<file path="src/rtl/motion_pkg.sv">
// Shared constants and state encoding for the motion arbiter.
package motion_pkg;

  localparam int CMD_W = 10;
  localparam int SPD_W = 3;
  localparam int ID_W  = 2;

  typedef enum logic [1:0] {
    ST_IDLE  = 2'd0,
    ST_GRANT = 2'd1,
    ST_GAP   = 2'd2
  } state_t;

  localparam logic [CMD_W-1:0] STOP_CMD = 10'd0;
  localparam logic [SPD_W-1:0] STOP_SPD = 3'd0;

endpackage

</file>
<file path="src/rtl/motion_arbiter_prio_pick.sv">
// Lowest-index-first selector: reports whether any request is set and which index wins.
module prio_pick
  import motion_pkg::*;
#(
  parameter int N = 4
) (
  input  logic [N-1:0]    req,
  output logic            valid,
  output logic [ID_W-1:0] idx
);

  always_comb begin
    valid = 1'b0;
    idx   = '0;
    for (int i = N - 1; i >= 0; i--) begin
      if (req[i]) begin
        valid = 1'b1;
        idx   = ID_W'(i);
      end
    end
  end

endmodule

</file>
<file path="src/rtl/motion_arbiter.sv">
// Fixed-priority drive arbiter with minimum hold, stop gap between owners and
// optional grant watchdog (enabled by defining MOTION_ARBITER_WATCHDOG_EN).
//
// state    | meaning
// ST_IDLE  | no owner, drive stopped, arbitrating every cycle
// ST_GRANT | one owner drives motion_command/output_speed
// ST_GAP   | drive stopped for GAP_CYCLES between owners
module motion_arbiter
  import motion_pkg::*;
#(
  parameter int NUM_REQ     = 4,
  parameter int MIN_HOLD    = 8,
  parameter int GAP_CYCLES  = 2,
  parameter int WDOG_CYCLES = 1024
) (
  input  logic                     clk,
  input  logic                     rst,
  input  logic [NUM_REQ-1:0]       req,
  input  logic [NUM_REQ*CMD_W-1:0] req_cmd,
  input  logic [NUM_REQ*SPD_W-1:0] req_speed,
  output logic [NUM_REQ-1:0]       grant,
  output logic [CMD_W-1:0]         motion_command,
  output logic [SPD_W-1:0]         output_speed,
  output logic [ID_W-1:0]          owner_id,
  output logic                     busy,
  output logic                     preempt,
  output logic                     wdog_trip
);

  localparam int HOLD_TOP = (MIN_HOLD > WDOG_CYCLES) ? MIN_HOLD : WDOG_CYCLES;
  localparam int HOLD_W   = $clog2(HOLD_TOP + 1);
  localparam int GAP_W    = ($clog2(GAP_CYCLES + 1) < 1) ? 1 : $clog2(GAP_CYCLES + 1);

  state_t              state, state_next;
  logic [HOLD_W-1:0]   hold;
  logic [GAP_W-1:0]    gap_cnt;
  logic [NUM_REQ-1:0]  mask;
  logic [NUM_REQ-1:0]  avail;
  logic [NUM_REQ-1:0]  below;
  logic [NUM_REQ-1:0]  pick_req;
  logic                pick_valid;
  logic [ID_W-1:0]     pick_idx;
  logic [ID_W-1:0]     sel;
  logic                go_grant;
  logic                do_preempt;
`ifdef MOTION_ARBITER_WATCHDOG_EN
  logic                do_trip;
`endif

  assign avail = req & ~mask;

  always_comb begin
    below = '0;
    for (int i = 0; i < NUM_REQ; i++) begin
      below[i] = (ID_W'(i) < owner_id);
    end
  end

  // One picker serves both arbitration and the higher-priority check while granted.
  assign pick_req = (state == ST_GRANT) ? (avail & below) : avail;

  prio_pick #(.N(NUM_REQ)) u_pick (
    .req   (pick_req),
    .valid (pick_valid),
    .idx   (pick_idx)
  );

  always_ff @(posedge clk) begin
    if (rst) begin
      state <= ST_IDLE;
    end else begin
      state <= state_next;
    end
  end

  always_comb begin
    state_next = state;
    go_grant   = 1'b0;
    do_preempt = 1'b0;
`ifdef MOTION_ARBITER_WATCHDOG_EN
    do_trip    = 1'b0;
`endif
    case (state)
      ST_IDLE: begin
        if (pick_valid) begin
          state_next = ST_GRANT;
          go_grant   = 1'b1;
        end
      end
      ST_GRANT: begin
        if (!req[owner_id]) begin
          state_next = ST_GAP;
        end
`ifdef MOTION_ARBITER_WATCHDOG_EN
        else if (hold == HOLD_W'(WDOG_CYCLES - 1)) begin
          state_next = ST_GAP;
          do_trip    = 1'b1;
        end
`endif
        else if (pick_valid && hold >= HOLD_W'(MIN_HOLD - 1)) begin
          state_next = ST_GAP;
          do_preempt = 1'b1;
        end
      end
      ST_GAP: begin
        if (gap_cnt == GAP_W'(GAP_CYCLES - 1)) begin
          if (pick_valid) begin
            state_next = ST_GRANT;
            go_grant   = 1'b1;
          end else begin
            state_next = ST_IDLE;
          end
        end
      end
      default: state_next = ST_IDLE;
    endcase
  end

  always_comb begin
    busy  = (state == ST_GRANT);
    grant = '0;
    for (int i = 0; i < NUM_REQ; i++) begin
      grant[i] = busy && (owner_id == ID_W'(i));
    end
  end

  assign sel = go_grant ? pick_idx : owner_id;

  always_ff @(posedge clk) begin
    if (rst) begin
      owner_id       <= '0;
      hold           <= '0;
      gap_cnt        <= '0;
      preempt        <= 1'b0;
      motion_command <= STOP_CMD;
      output_speed   <= STOP_SPD;
    end else begin
      preempt <= do_preempt;
      if (go_grant) begin
        owner_id <= pick_idx;
      end
      if (state == ST_GRANT && state_next == ST_GRANT) begin
        hold <= (hold == {HOLD_W{1'b1}}) ? hold : hold + 1'b1;
      end else begin
        hold <= '0;
      end
      if (state == ST_GAP && state_next == ST_GAP) begin
        gap_cnt <= gap_cnt + 1'b1;
      end else begin
        gap_cnt <= '0;
      end
      if (state_next == ST_GRANT) begin
        motion_command <= req_cmd[int'(sel) * CMD_W +: CMD_W];
        output_speed   <= req_speed[int'(sel) * SPD_W +: SPD_W];
      end else begin
        motion_command <= STOP_CMD;
        output_speed   <= STOP_SPD;
      end
    end
  end

`ifdef MOTION_ARBITER_WATCHDOG_EN
  // A tripped owner stays masked until it lets go of its request.
  always_ff @(posedge clk) begin
    if (rst) begin
      mask      <= '0;
      wdog_trip <= 1'b0;
    end else begin
      mask <= (mask & req) | (do_trip ? grant : '0);
      if (do_trip) begin
        wdog_trip <= 1'b1;
      end
    end
  end
`else
  assign mask      = '0;
  assign wdog_trip = 1'b0;
`endif

endmodule

</file>
<file path="config.mk">
export PLATFORM = sky130hd
export DESIGN_NAME = motion_arbiter
export DESIGN_NICKNAME = d
export VERILOG_FILES = /design/src/rtl/motion_pkg.sv /design/src/rtl/motion_arbiter_prio_pick.sv /design/src/rtl/motion_arbiter.sv
export SDC_FILE = /design/constraint.sdc
export NUM_CORES = 1
export LEC_CHECK = 0
export BUFFER_PORTS_ARGS = -buffer_cell sky130_fd_sc_hd__buf_2
export CORE_AREA = 2 2 62 64
export DETAILED_ROUTE_END_ITERATION = 16
export DIE_AREA = 0 0 64 66
export PLACE_DENSITY = 0.92
export SYNTH_ARGS = -nofsm -noshare
export SYNTH_HDL_FRONTEND = slang
export SYNTH_HIERARCHICAL = 1
export SYNTH_SLANG_ARGS = --single-unit
</file>
<file path="constraint.sdc">
create_clock -name clk -period 4 [get_ports clk]
set_clock_uncertainty 0.1 [all_clocks]
set_input_delay 0.2 -clock clk [delete_from_list [all_inputs] [get_ports clk]]
set_output_delay 0.2 -clock clk [all_outputs]
set_load 0.01 [all_outputs]
</file>
==> run metrics, run 1 <==
area leader, netlist dfxtp_1; top post-synthesis cells by count dfxtp_1, and2_1, nor2_1; status completed; WHS Path Cells 3; final worst-path cycle share 65.3%; CTS clk-pin slew, worst paths 0.10 ns; reg2reg start state[1]; final setup fails 0; n_diodes 0; switching pwr 417 uW; area of the core 0.00355 sq mm; Synth area leaders dfxtp_1, mux4_1, mux4_2; Reg power frac 36.7%; internal cell power 763 uW; final wirelength 3780 microns; kind of critical path reg2reg; Max Clk Rate 383 MHz; top-area cell type share of the netlist area 37.3%; peak supply drop 0.309 mV; Post-CTS Repair Setup Buffers 0; Skew-Pair Late Insertion Delay 0.32 ns; Initial Util 46.9%; WP data arrival 2.74 ns; DR WL/cell 13.6 microns; CTS Hold Bufs 1; hold path startpoint req_cmd[30]; Switching Share 35.3%; Syn Nets 211; CTS buffer count 5; num rows 22; Hold Path Class in2reg; setup TNS 0 ns; Worst setup SP type flip-flop; reg2reg end motion_command[9]; Routed Antenna Nets 0; Worst Setup SP state[1]; area grow syn2layout 27.4%; Critical Path Sink Type flip-flop; Yosys cell types 44; hold path endpoint motion_command[0]; cell area power density 556 mW/mm^2; DRC viols 0; R2R setup slack 1.39 ns; First DRT Iteration DRCs 59; DP Wirelength 3070 microns; GP Congestion 0.832; Primary FF master, synth dfxtp_1; Final Max Tran Viols 0; Root Driver clkbuf_4; # fillers 279; max_cap viols 0; Async S/R FF share, synth 0%; Core Util, Final 59.8%; Crit path required time 4.12 ns; Seq cells post-synth 31; clock power share 14.7%; first-pass GRT wire length 6030 microns; port bufs 78; Yosys Warn Count 6; Hold Vio Cnt, Final 0; Detailed Routing Iterations Pass 1 4; Clock Tree Buf Depth 2; part of the power in combinational logic 48.5%; Synth Instances 151; H-Tree Level Count 2; crit-path max FO 14; die width 64 microns; total congestion overflow 0; IO Count 80; DR vias/cell 5.18; unrepaired setup endpoints after global routing no; Die Area 0.00422 sq mm; post-synthesis sequential area ratio 37.3%; post_cts resized 0; TritonCTS clock tree done; GRT Total Usage 18.9%; vias post-DR 1440; largest net degree at the start of global routing 15; leakage 0.000973 uW; mapped cell area 0.00167 sq mm; nets 289; Avg Inst Size Synth 11.0 sq um; Die H 66 microns; Post-synth EDFFs 0; most frequent cell after synthesis dfxtp_1; share of cells above drive strength 1 44.8%; CTS sink cnt 31; vias in the first global route 1390; minimum clock period 2.61 ns; R2R cell count 9; initial antenna violation count 0
-- metrics by stage --
| step | cell area [sq um] | power, uW | cells | setup slack (ns) | hold slack (ns) |
|---|---|---|---|---|---|
| final | 2120 | 1180 | 278 | 1.39 | 0.175 |
| after global routing | 2120 | 1260 | 278 | 1.19 | 0.173 |
| after floorplan | 1670 | 872 | 151 | 1.41 | 0.172 |
| after global placement | 2060 | 994 | 269 | 1.52 | 0.306 |
| after CTS | 2120 | 1190 | 278 | 1.39 | 0.161 |
| after detailed placement | 2060 | 1020 | 269 | 1.40 | 0.321 |
-- how the worst max path moves through the flow --
stage / slack (ns) / to
global placement: 1.52 / motion_command[0]
finish: 1.39 / motion_command[9]
CTS: 1.39 / motion_command[9]
detailed placement: 1.40 / motion_command[9]
global route: 1.19 / motion_command[9]
floorplan: 1.41 / motion_command[0]
-- cell type report --
class	instances	area (sq um)	share of cell area (%)
clock buffers	6	41.3	1.95
flip-flops and latches	31	621	29.2
inverters	6	22.5	1.06
well taps	48	60.1	2.83
clock inverters	2	12.5	0.590
repair buffers	79	400	18.9
multi-input cells	106	965	45.5
-- metal layers --
metal	GRT usage [%]	vias up	routed length, microns
met5	0	-	0
met4	10.6	0	66
met1	21.5	671	1380
li1	-	700	-
met3	5.96	8	226
met2	31.4	61	2110
-- state kept, by name (all words and copies together) (netlist names) --
name            count
owner_id            2
hold               11
motion_command     10
output_speed        3
gap_cnt             2
preempt             1
state               2
-- power by group through the flow --
stage / sequential [uW] / clock (uW) / combinational [uW]
final: 433 / 174 / 572
after global routing: 442 / 196 / 626
after CTS: 433 / 180 / 578
after detailed placement: 440 / 0 / 575
after global placement: 437 / 0 / 556
after floorplan: 459 / 0 / 412
-- critical path: stages (launching register included) --
cell and delay [ns]:
dfxtp_1 0.35, nand2b_1 0.23, nor3_1 0.09, nor2b_1 0.26, nor2_1 0.09, nand2_1 0.17
nand3b_4 0.10, mux2_4 0.36, mux4_1 0.59, and2_1 0.17
-- layout by cell type, fill, tap and decap left out, types with 2 or more instances in the layout --
| cell type | instances |
|---|---|
| nand3_1 | 5 |
| nand2b_1 | 3 |
| nor2b_1 | 3 |
| o21ai_0 | 2 |
| and2_1 | 15 |
| nor3_1 | 3 |
| dfxtp_1 | 31 |
| mux4_2 | 5 |
| ha_1 | 2 |
| buf_2 | 78 |
| inv_1 | 6 |
| mux4_1 | 8 |
| mux2i_1 | 3 |
| mux2_2 | 2 |
| nand2_1 | 5 |
| nand4_1 | 2 |
| and4_1 | 2 |
| clkbuf_4 | 5 |
| xor2_1 | 5 |
| a21oi_2 | 2 |
| a21oi_1 | 5 |
| and3_1 | 2 |
| nor2_1 | 13 |
-- cells by family after synthesis --
kind of cell / after synthesis / synth area share [%]
other: 1 / 0.225
AND/OR/NAND/NOR: 62 / 22.9
multiplexers: 19 / 23.4
XOR/XNOR: 6 / 3.16
adder cells (fa/ha/maj): 2 / 1.50
AO/OA/AOI/OAI: 16 / 6.69
buffers and inverters: 14 / 4.81
flip-flops: 31 / 37.3
Note: power is estimated with default switching activity, not from simulation.
==> run 2: changes to the inputs <==
--- a/config.mk
+++ b/config.mk
@@ -6,10 +6,10 @@
 export NUM_CORES = 1
 export LEC_CHECK = 0
 export BUFFER_PORTS_ARGS = -buffer_cell sky130_fd_sc_hd__buf_2
-export CORE_AREA = 2 2 62 64
+export CORE_AREA = 2 2 64 66
 export DETAILED_ROUTE_END_ITERATION = 16
-export DIE_AREA = 0 0 64 66
-export PLACE_DENSITY = 0.92
+export DIE_AREA = 0 0 66 68
+export PLACE_DENSITY = 0.88
 export SYNTH_ARGS = -nofsm -noshare
 export SYNTH_HDL_FRONTEND = slang
 export SYNTH_HIERARCHICAL = 1
==> constraint.sdc (replaced) <==
create_clock -name clk -period 2.6 [get_ports clk]
set_clock_uncertainty 0.1 [all_clocks]
set_input_delay 0.13 -clock clk [delete_from_list [all_inputs] [get_ports clk]]
set_output_delay 0.13 -clock clk [all_outputs]
set_load 0.01 [all_outputs]
==> run metrics, run 2 (synthesized netlist as in run 1, its figures left out) <==
Crit path required time 2.67 ns (-1.45 ns); Hold Vio Cnt, Final 0 (unchanged); DR WL/cell 13.0 microns (-4.3%); Critical Path Sink Type flip-flop; register bank with the most flops hold; final wirelength 3670 microns (-2.9%); total congestion overflow 0 (unchanged); first-pass GRT wire length 5790 microns (-4.0%); TritonCTS clock tree done; kind of critical path reg2reg; placed cell count 272 (+1.1%); R2R setup slack 0.11 ns (-1.28 ns); max_cap viols 0 (unchanged); WP data arrival 2.56 ns (-0.18 ns); DP Wirelength 2880 microns (-6.1%); Detailed Routing Iterations Pass 1 4 (unchanged); n_diodes 0 (unchanged); CTS clk-pin slew, worst paths 0.06 ns (-0.04 ns); Routed Antenna Nets 0 (unchanged); commonest cells after routing, fill and taps aside buf_2, dfxtp_1, and2_1, nor2_1, mux4_1; Hold Path Class in2reg; Clock Tree Buf Depth 2 (unchanged); DR vias/cell 5.11 (-1.4%); CP max-delay cell mux4_1; Max Clk Rate 401 MHz (+4.8%); # fillers 349 (+25%); CTS buffer count 5 (unchanged); Final Max Tran Viols 0 (unchanged); Root Driver clkbuf_8; final setup fails 0 (unchanged); minimum clock period 2.49 ns (-0.119 ns); CTS sink cnt 31 (unchanged); First DRT Iteration DRCs 51 (-14%); Worst setup SP type flip-flop; Post-CTS Repair Setup Buffers 0 (unchanged); status completed; vias post-DR 1440 (unchanged); area of the core 0.00386 sq mm (+8.6%); internal cell power 1340 uW (+76%); clock power share 20.3% (+5.6 points); Reg power frac 33.1% (-3.6 points); largest net degree at the start of global routing 15 (unchanged); nets 291 (+0.69%); Total Power 1990 uW (+69%); leading cell type in the layout, fill and taps excluded buf_2; slowest stage delay, CP 0.46 ns (-0.13 ns); area grow syn2layout 31.9%; final non-filler cell total 282 (+1.4%); crit-path max FO 7 (-7); die width 66 microns (+3.1%); num rows 23 (+4.5%); Core Util, Final 57.0% (-2.8 points); Skew-Pair Late Insertion Delay 0.27 ns (-0.05 ns); port bufs 78 (unchanged); GRT Total Usage 17.2% (-1.7 points); H-Tree Level Count 2 (unchanged); max reg flops 11 (unchanged); Initial Util 43.2% (-3.7 points); share of cells above drive strength 1 46.1% (+1.3 points); cell area power density 908 mW/mm^2 (+63%); final instance area 0.00220 sq mm (+3.5%); vias in the first global route 1322 (-4.9%); Post-Place Cell Area 0.00207 sq mm (+0.49%); Die Area 0.00449 sq mm (+6.3%); Largest regs hold x11, motion_command x10, output_speed x3; unrepaired setup endpoints after global routing no; final worst-path cycle share 95.9% (+31 points); Cell Chain, Critical Path nand2b_2 -> nor3_1 -> nor2b_1 -> nor2_1 -> nand2_1 -> nand3b_4 -> mux2_4 -> mux4_1 -> and2_1; Switching Share 32.8% (-2.6 points); part of the power in combinational logic 46.6% (-1.9 points); DRC viols 0 (unchanged); peak supply drop 0.533 mV (+72%); leakage 0.00101 uW (+3.9%); initial antenna violation count 0 (unchanged); IO Count 80 (unchanged); Die H 68 microns (+3.0%); switching pwr 654 uW (+57%); GP Congestion 0.796 (-4.3%)
==> run 2: worst max-delay path: cells and delay by family (launching register included) <==
kind | cells | cell delay (ns)
DFF | 1 | 0.31
muxes | 2 | 0.82
and+or+nand+nor | 7 | 1.15
==> run 2: stage by stage <==
stage          hold slack (ns)  worst slack, ns  TNS [ns]
5_1_grt                  0.169          0.00494         0
3_5_place_dp             0.275          -0.0362   -0.0777
4_1_cts                  0.151           0.0171         0
3_3_place_gp             0.274            0.115         0
2_1_floorplan            0.102          0.00556         0
6_report                 0.156            0.107         0
==> run 2: routing by layer <==
metal  GRT usage [%]  share of wire [%]  up-vias  wire length, microns
met5               0                  0        -                     0
met4            7.40                2.0        0                    73
li1                -                  -      707                     -
met2            32.8                 57       54                  2080
met3            3.78                5.6        6                   205
met1            18.1                 36      673                  1320
==> run 2: path summary, 6_finish.rpt <==
kind | startpoint | to | depth (start not counted)
min | req_cmd[39] | motion_command[9] | 3
max reg2reg | state[1] | motion_command[1] | 9
max | state[1] | motion_command[1] | 9
min reg2reg | gap_cnt[0] | gap_cnt[0] | 1
==> run 2: area by class of cell <==
cell class              instances  area, sq um  area share [%]
multi-input cells             107          982            44.7
well taps                      50         62.6            2.85
repair buffers                 80          408            18.6
clock buffers                   8          100            4.56
inverters                       6         22.5            1.03
flip-flops and latches         31          622            28.3
==> run 2: power by group through the flow <==
stage / Sequential, uW / Combinational (uW) / Clock (uW)
after floorplan: 707 / 634 / 0
after global placement: 664 / 865 / 0
after detailed placement: 663 / 902 / 0
after CTS: 656 / 940 / 416
after global routing: 671 / 1010 / 436
final: 659 / 929 / 406
==> run 2: what timing repair did <==
| action | 4_1_cts | 5_1_grt |
|---|---|---|
| gates resized for setup | 1 | 3 |
| hold endpoints to repair | 2 | 0 |
| hold buffers | 1 | 0 |
| cloned | 1 | 0 |
| setup endpoints to repair | 8 | 13 |
